**config.mk**
```make
export PLATFORM = sky130hd
export DESIGN_NAME = fetch_stage
export DESIGN_NICKNAME = d
export VERILOG_FILES = /design/src/rtl/fetch_pkg.sv /design/src/rtl/fetch_pc_reg.sv /design/src/rtl/fetch_stage.sv
export SDC_FILE = /design/constraint.sdc
export NUM_CORES = 1
export LEC_CHECK = 0
export CORE_ASPECT_RATIO = 1.2
export CORE_MARGIN = 1.5
export CORE_UTILIZATION = 39
export CTS_BUF_LIST = sky130_fd_sc_hd__clkbuf_16
export DETAILED_ROUTE_END_ITERATION = 8
export GPL_TIMING_DRIVEN = 0
export PLACE_DENSITY = 0.91
export SYNTH_ARGS = -nofsm -noshare
export SYNTH_HDL_FRONTEND = slang
export SYNTH_HIERARCHICAL = 1
export SYNTH_SLANG_ARGS = --single-unit
```
**constraint.sdc**
```tcl
create_clock -name clk -period 3.47 [get_ports clk]
set_input_delay 0.694 -clock clk [delete_from_list [all_inputs] [get_ports clk]]
set_output_delay 0.694 -clock clk [all_outputs]
set_load 0.03 [all_outputs]
```
**src/rtl/fetch_pkg.sv**
```systemverilog
// Shared constants and state encoding for the instruction fetch stage.
package fetch_pkg;

    localparam logic [3:0]  OP_HLT            = 4'hF;
    localparam logic [2:0]  BRANCH_PREFIX     = 3'b110;
    localparam logic [15:0] NOP_INSTR_DEFAULT = 16'h7000;

    typedef logic [1:0] fetch_state_t;

    localparam fetch_state_t ST_RUN      = 2'd0;
    localparam fetch_state_t ST_WAIT_MEM = 2'd1;
    localparam fetch_state_t ST_HALT     = 2'd2;

endpackage

```
**src/rtl/fetch_pc_reg.sv**
```systemverilog
// Program counter register with prioritised next-PC selection:
// redirect > stall > halt freeze > sequential advance.
module fetch_pc_reg #(
    parameter int unsigned         PC_W     = 16,
    parameter logic [PC_W-1:0]     RESET_PC = '0
) (
    input  logic            clk,
    input  logic            rst_n,
    input  logic            branch_taken,
    input  logic [PC_W-1:0] branch_target,
    input  logic            stall,
    input  logic            hold,
    input  logic            advance,
    output logic [PC_W-1:0] pc
);

    logic [PC_W-1:0] pc_q;
    logic [PC_W-1:0] pc_d;

    always_comb begin
        pc_d = pc_q;
        if (branch_taken) begin
            pc_d = branch_target;
        end else if (stall || hold) begin
            pc_d = pc_q;
        end else if (advance) begin
            pc_d = pc_q + PC_W'(2);
        end
    end

    always_ff @(posedge clk or negedge rst_n) begin
        if (!rst_n) begin
            pc_q <= RESET_PC;
        end else begin
            pc_q <= pc_d;
        end
    end

    assign pc = pc_q;

endmodule

```
**src/rtl/fetch_stage.sv**
```systemverilog
// IF stage: PC ownership, imem handshake, bubble insertion, redirect and HLT freeze.
// Define FETCH_PERF_CNT_EN to add the saturating miss_cycles counter.
module fetch_stage
    import fetch_pkg::*;
#(
    parameter int unsigned     PC_W      = 16,
    parameter logic [PC_W-1:0] RESET_PC  = '0,
    parameter logic [15:0]     NOP_INSTR = NOP_INSTR_DEFAULT
`ifdef FETCH_PERF_CNT_EN
    , parameter int unsigned   CNT_W     = 16
`endif
) (
    input  logic             clk,
    input  logic             rst_n,
    input  logic             stall,
    input  logic             branch_taken,
    input  logic [PC_W-1:0]  branch_target,
    output logic             imem_req,
    output logic [PC_W-1:0]  imem_addr,
    input  logic [15:0]      imem_rdata,
    input  logic             imem_valid,
    output logic [PC_W-1:0]  pc_out,
    output logic [PC_W-1:0]  incremented_pc,
    output logic [15:0]      instr_out,
    output logic             fetch_valid,
    output logic             branch_instr,
    output logic             flush_out,
    output logic             halted
`ifdef FETCH_PERF_CNT_EN
    , output logic [CNT_W-1:0] miss_cycles
`endif
);

    fetch_state_t    state_q, state_d;
    logic            drop_q, drop_d;
    logic [PC_W-1:0] pc;
    logic            active;
    logic            present;
    logic            is_hlt;
    logic            outstanding;

    // Gating with rst_n keeps the request and outputs quiet while reset is held.
    assign active      = rst_n && (state_q != ST_HALT);
    assign present     = active && imem_valid && !((state_q == ST_WAIT_MEM) && drop_q);
    assign is_hlt      = present && (imem_rdata[15:12] == OP_HLT) && !branch_taken && !stall;
    assign outstanding = active && !imem_valid;

    assign imem_req       = active;
    assign imem_addr      = pc;
    assign pc_out         = pc;
    assign incremented_pc = pc + PC_W'(2);
    assign fetch_valid    = present;
    assign instr_out      = present ? imem_rdata : NOP_INSTR;
    assign branch_instr   = present && (imem_rdata[15:13] == BRANCH_PREFIX);
    assign flush_out      = branch_taken;
    assign halted         = (state_q == ST_HALT);

    always_comb begin
        state_d = state_q;
        drop_d  = drop_q;
        if (branch_taken) begin
            // A request still in flight returns the old word; mark it for discard.
            state_d = outstanding ? ST_WAIT_MEM : ST_RUN;
            drop_d  = outstanding;
        end else if (is_hlt) begin
            state_d = ST_HALT;
            drop_d  = 1'b0;
        end else begin
            case (state_q)
                ST_RUN: begin
                    if (!imem_valid) state_d = ST_WAIT_MEM;
                end
                ST_WAIT_MEM: begin
                    if (imem_valid) begin
                        state_d = ST_RUN;
                        drop_d  = 1'b0;
                    end
                end
                ST_HALT: state_d = ST_HALT;
                default: begin
                    state_d = ST_RUN;
                    drop_d  = 1'b0;
                end
            endcase
        end
    end

    always_ff @(posedge clk or negedge rst_n) begin
        if (!rst_n) begin
            state_q <= ST_RUN;
            drop_q  <= 1'b0;
        end else begin
            state_q <= state_d;
            drop_q  <= drop_d;
        end
    end

    fetch_pc_reg #(
        .PC_W     (PC_W),
        .RESET_PC (RESET_PC)
    ) u_pc_reg (
        .clk           (clk),
        .rst_n         (rst_n),
        .branch_taken  (branch_taken),
        .branch_target (branch_target),
        .stall         (stall),
        .hold          (is_hlt),
        .advance       (present),
        .pc            (pc)
    );

`ifdef FETCH_PERF_CNT_EN
    logic [CNT_W-1:0] miss_q;

    always_ff @(posedge clk or negedge rst_n) begin
        if (!rst_n) begin
            miss_q <= '0;
        end else if ((state_q == ST_WAIT_MEM) && (miss_q != {CNT_W{1'b1}})) begin
            miss_q <= miss_q + CNT_W'(1);
        end
    end

    assign miss_cycles = miss_q;
`endif

endmodule

```
## Yosys cells after proc, flatten, opt, wreduce, memory -nomap -nowiden

Cells that the tools add are included.
W data, S select, Z words.

- Register bits: 19
- Bits of input ports: 37
- Output and inout bits: 69
- Word-level logic and storage cells: 47

- $add $sub $neg: 1
- Equality and inequality tests: 9
- Multiplexer cells: 14
- Reduce and logical (&&, ||, !) cells: 20

Operator list:

| kind | number |
|---|---|
| $mux W16 | 4 |
| $add A16 B2 Y16 const B | 1 |
| $logic_and A1 B1 Y1 | 9 |
| $mux W2 | 4 |
| $ne A4 B3 Y1 const B | 2 |
| $pmux W2 S3 | 1 |
| $reduce_and A2 Y1 | 3 |
| $eq A4 B4 Y1 const B | 1 |
| $logic_not A1 Y1 | 4 |
| $mux W1 | 4 |
| $ne A2 B2 Y1 const B | 2 |
| $eq A3 B3 Y1 const B | 1 |
| $ne A3 B1 Y1 const B | 1 |
| $eq A2 B1 Y1 const B | 1 |
| $eq A2 B2 Y1 const B | 1 |
| $logic_not A2 Y1 | 1 |
| $pmux W1 S2 | 1 |
| $reduce_bool A2 Y1 | 1 |
| $reduce_or A2 Y1 | 1 |
| $logic_or A1 B1 Y1 | 1 |

## Logic depth before layout (Yosys ltp)

- Word-level depth: 10
- Mapped depth: 8
- Gate-level depth less buffers: 7

## By module

Netlist, hierarchy kept.

By module, submodules not included:

| module | instances | cells an instance | area each (um2) | seq. area each (um2) |
|---|---|---|---|---|
| fetch_pc_reg | 1 | 97 | 887.1 | 400.4 |
| fetch_stage | 1 | 89 | 674.4 | 75.1 |

## Least setup slack after synthesis

OpenSTA, ideal clock, no wires.

- Path kind: reg2out
- Start point: register u_pc_reg.pc_q[3] (netlist: u_pc_reg/pc[3])
- End point: output incremented_pc[10]
- Data arrival time: 1.863 ns
- Data required time: 2.776 ns
- Slack: 0.913 ns
- Stages on the path, launching flop included: 5
- Buffers on the path: 0
- Path through: dfrtp_1 > and3_2 > and4_4 > nand4_1 > xnor2_1

- Cells in the longest elaborated chain, start to end: 1

Ends and longest elaborated chain:

| item | line | source |
|---|---|---|
| from (decl) | fetch_pc_reg.sv:17 | `logic [PC_W-1:0] pc_q;` |
| from (signal assigned) | fetch_pc_reg.sv:35 | `pc_q <= pc_d;` |
| $add A16 B2 Y16 | fetch_stage.sv:51 | `assign incremented_pc = pc + PC_W'(2);` |
| to (decl) | fetch_stage.sv:23 | `output logic [PC_W-1:0] incremented_pc,` |

No other way between the ends.

## Final worst setup path

- Start point: input imem_valid
- End point: output branch_instr

- Cells in the longest elaborated chain, start to end: 3

Ends and longest elaborated chain:

| item | line | source |
|---|---|---|
| from (decl) | fetch_stage.sv:21 | `input logic imem_valid,` |
| $logic_and A1 B1 Y1 (2 in a row) | fetch_stage.sv:44 | `assign present = active && imem_valid && !((state_q == ST_WAIT_MEM) && drop_q);` |
| $logic_and A1 B1 Y1 | fetch_stage.sv:54 | `assign branch_instr = present && (imem_rdata[15:13] == BRANCH_PREFIX);` |
| to (decl) | fetch_stage.sv:26 | `output logic branch_instr,` |

No other way between the ends.

==> results by group <==
GRT
  • Antenna violations before repair: 0
  • Overall routing resource usage: 21.2%
  • Vias in the first global route: between 1,500 and 2,000
  • Maximum number of pins on one net before global-route repair: 22
  • Residual overflow from global routing: 0
  • Global-route wire length before repair: 7260 um

Timing
  • Final-report max-slew violation count: 0
  • Min Tclk post-route: ~3.3 ns
  • Final-layout worst hold slack: a little under 0.4 ns
  • Sum Neg Setup Slack: 0 ns
  • Least setup slack across all paths after layout: 0.159 ns
  • Unrepaired setup endpoints after global routing: no
  • Fin. Hold Viols: 0
  • Setup skew after layout: 0.00243 ns
  • Number of failing setup endpoints in the final timing report: 0
  • Relative slew margins: 69.7%
  • Final period util: approximately 95%
  • Top achievable clock speed: 0.302 GHz
  • Tightest Pin Transition: between 0.4 and 0.5 ns

Min path
  • Type of the tightest min-delay check: input pin to async pin

Synthesis
  • Cell types with the largest area share after synthesis: dfrtp_1 30%, buf_4 8.7%, xor2_1 7.3%, xnor2_1 6.2%, and2_1 6.0%
  • Syn nets: between 200 and 250
  • Number of warning messages in the yosys log: 6
  • Count of flip-flops with a built-in enable after synthesis: 0
  • Avg Cell Area, Syn: about 8.4 um^2
  • Number of synthesized register bits: 19
  • Fraction of synthesized cell area taken by the top area cell type: approximately 30%
  • Post-synthesis cell area: about 1600 um^2
  • Top cell type by total area after synthesis: dfrtp_1
  • Register area share after synthesis: between 30% and 40%
  • Most used flip-flop cell after synthesis: dfrtp_1
  • Library cells used by synthesis: 36
  • Async SR Flop Fraction: 100%
  • Syn Inst Count: between 150 and 200

Finish
  • Filler cell count in the final layout: roughly 330
  • P&R area growth vs syn: 76.4%
  • Commonest cells after routing, fill and taps aside: 104 x clkdlybuf4s50_1, 20 x nand2_1, 19 x dfrtp_1, 18 x buf_4, 16 x o21ai_0
  • Antenna cell count: 0
  • Most common cell after layout, fill and taps aside: clkdlybuf4s50_1
  • # nets final: ~340
  • Fraction of final layout cells with drive strength greater than 1: 11.5%
  • Cell Count, Final, Fillers Out: between 300 and 400

Die
  • Number of placement rows: 25
  • Die Width: approximately 61 um
  • Initial Utilization: around two fifths
  • Total core area: 3880 um^2
  • Full die area: between 4000 and 5000 um^2
  • Boundary pin count: about 110
  • Height of the chip: around 72 um

CTS
  • H-Tree Depth: 1
  • CTS buffer count: 3
  • Total number of clock tree sinks: 19
  • Buffer type at the clock tree root: clkbuf_16
  • Number of hold buffers added after CTS: 0
  • Clock Latency Late Sink: 0.25 ns
  • TritonCTS clock tree: done
  • Clock transition time at the flip-flop clock pins of the worst setup and hold paths: ~0.05 ns
  • Deepest clock path buffer count: 2

Critical path
  • Chain of cells forming the critical path: clkdlybuf4s50_1 > o2111a_2 > buf_2 > nand3_1 > nor2_1 > clkdlybuf4s50_1
  • Startpoint types: input pin
  • Worst Setup End Kind: primary output
  • Arrival time at the worst endpoint: 2.62 ns
  • Flop2flop setup slack: about 1.1 ns
  • Most frequent cell on the critical path: clkdlybuf4s50_1
  • Critical path fanouts, max: 12
  • Depth of the most critical reg-to-reg path: 8
  • RR Endpoint: u_pc_reg/pc[12]
  • CP required: 2.78 ns
  • Critical-path top delay cell: clkdlybuf4s50_1
  • Worst reg2reg startpoint: state_q[1]
  • Critical path class: input pin to primary output
  • CP peak stage delay: ~0.67 ns

Placed design
  • Count of input and output buffers: between 100 and 150
  • Last weighted congestion value of the routability-driven placer: roughly 0.77
  • Detailed placer's ending HPWL: about 3500 um
  • Dpl cells: about 350
  • DP Worst Slack: -0.577 ns

Route
  • Wirelength, routed: 4640 um
  • Wire length per cell: 13.3 um
  • Ratio of routed vias to standard cells: between 5 and 6
  • Detailed-route via count: about 1,700
  • DRC violation count after routing: 0
  • Routed Antenna Nets: 0
  • Initial DRC count: 50
  • Number of iterations in the first detailed-routing pass: 4

Power
  • Power after layout: roughly 0.00094 W
  • Leakage power total: approximately 1.1 nW
  • Worst vdd ir: approximately 0.27 mV
  • P per Cell Area: between 300 and 400 nW/um^2

Job
  • Max-cap violations: 0

Outcome
  • Status: completed
## layout make-up
cell class / count / area, um^2 / area share, %
buffer: 23 / 156 / 5.68
clock buffer: 3 / 75.1 / 2.73
clock inverter: 1 / 3.75 / 0.136
inverter: 3 / 11.3 / 0.409
multi-input combinational: 141 / 918 / 33.3
sequential: 19 / 475 / 17.3
tap: 54 / 67.6 / 2.45
timing repair buffer: 105 / 1050 / 38.0
## synthesized netlist by cell type (2+ instances only)
cell type / n
ha_1: 2
and3_1: 3
and4_4: 2
nand4_1: 11
buf_4: 18
a31oi_1: 3
buf_2: 2
nor2_1: 7
inv_1: 3
nand3_1: 11
nand2b_1: 4
and4_1: 4
clkbuf_1: 3
or3_1: 3
xnor2_1: 11
xor2_1: 13
and2_1: 15
nand2_1: 20
dfrtp_1: 19
o21ai_0: 16
## stage by stage
| stage | cell area [um^2] | util [%] |
|---|---|---|
| 6_report | 2750 | 71.0 |
| 5_1_grt | 2750 | 71.0 |
| 4_1_cts | 2760 | 71.2 |
| 3_5_place_dp | 2680 | 69.1 |
| 3_3_place_gp | 2680 | 69.1 |
| 2_1_floorplan | 1560 | - |
## flip-flops by register name (all words and copies together), names as in the netlist
| name | cells |
|---|---|
| state_q | 2 |
| drop_q | 1 |
| u_pc_reg/pc | 16 |
## critical path: cells and delay by family
family	cells	cell delay [ns]
AOI/OAI and AO/OA	1	0.31
buffers and inverters	3	1.41
and+or+nand+nor	2	0.20
## worst max-delay path by stage
| stage | startpoint | cells after the start | to |
|---|---|---|---|
| after floorplan | u_pc_reg/pc[3] | 4 | incremented_pc[10] |
| after global placement | rst_n | 6 | branch_instr |
| after detailed placement | rst_n | 6 | branch_instr |
| after CTS | rst_n | 6 | branch_instr |
| after global routing | rst_n | 6 | branch_instr |
| final | imem_valid | 6 | branch_instr |
## kinds of logic (layout without fill, tap and decap cells)
family / Yosys count / in the layout / share of synthesized area, %
fa+ha+maj: 2 / 2 / 1.60
xor+xnor: 24 / 24 / 13.5
flops: 19 / 19 / 30.4
buf+inv: 26 / 135 / 10.7
mux: 2 / 2 / 1.36
compound gates: 23 / 23 / 9.05
simple gates: 90 / 90 / 33.3
## what timing repair did
action | in CTS | in global routing
setup buffers | 0 | 0
gates resized for setup | 3 | 2
endpoints found under the setup margin | 21 | 9
## layer usage
metal	GRT usage (%)	vias to the layer above	wire, um
li1	-	858	-
met1	27.3	827	1800
met2	36.8	62	2560
met3	4.46	2	258
met4	3.14	0	23
met5	0	-	0
## power breakdown
group          total (W)  internal, W  switching, W
Clock           0.000234     0.000153     0.0000809
Combinational   0.000420     0.000204      0.000216
Sequential      0.000290     0.000241     0.0000500
Total           0.000944     0.000597      0.000347
(Power assumes the default switching activity.)
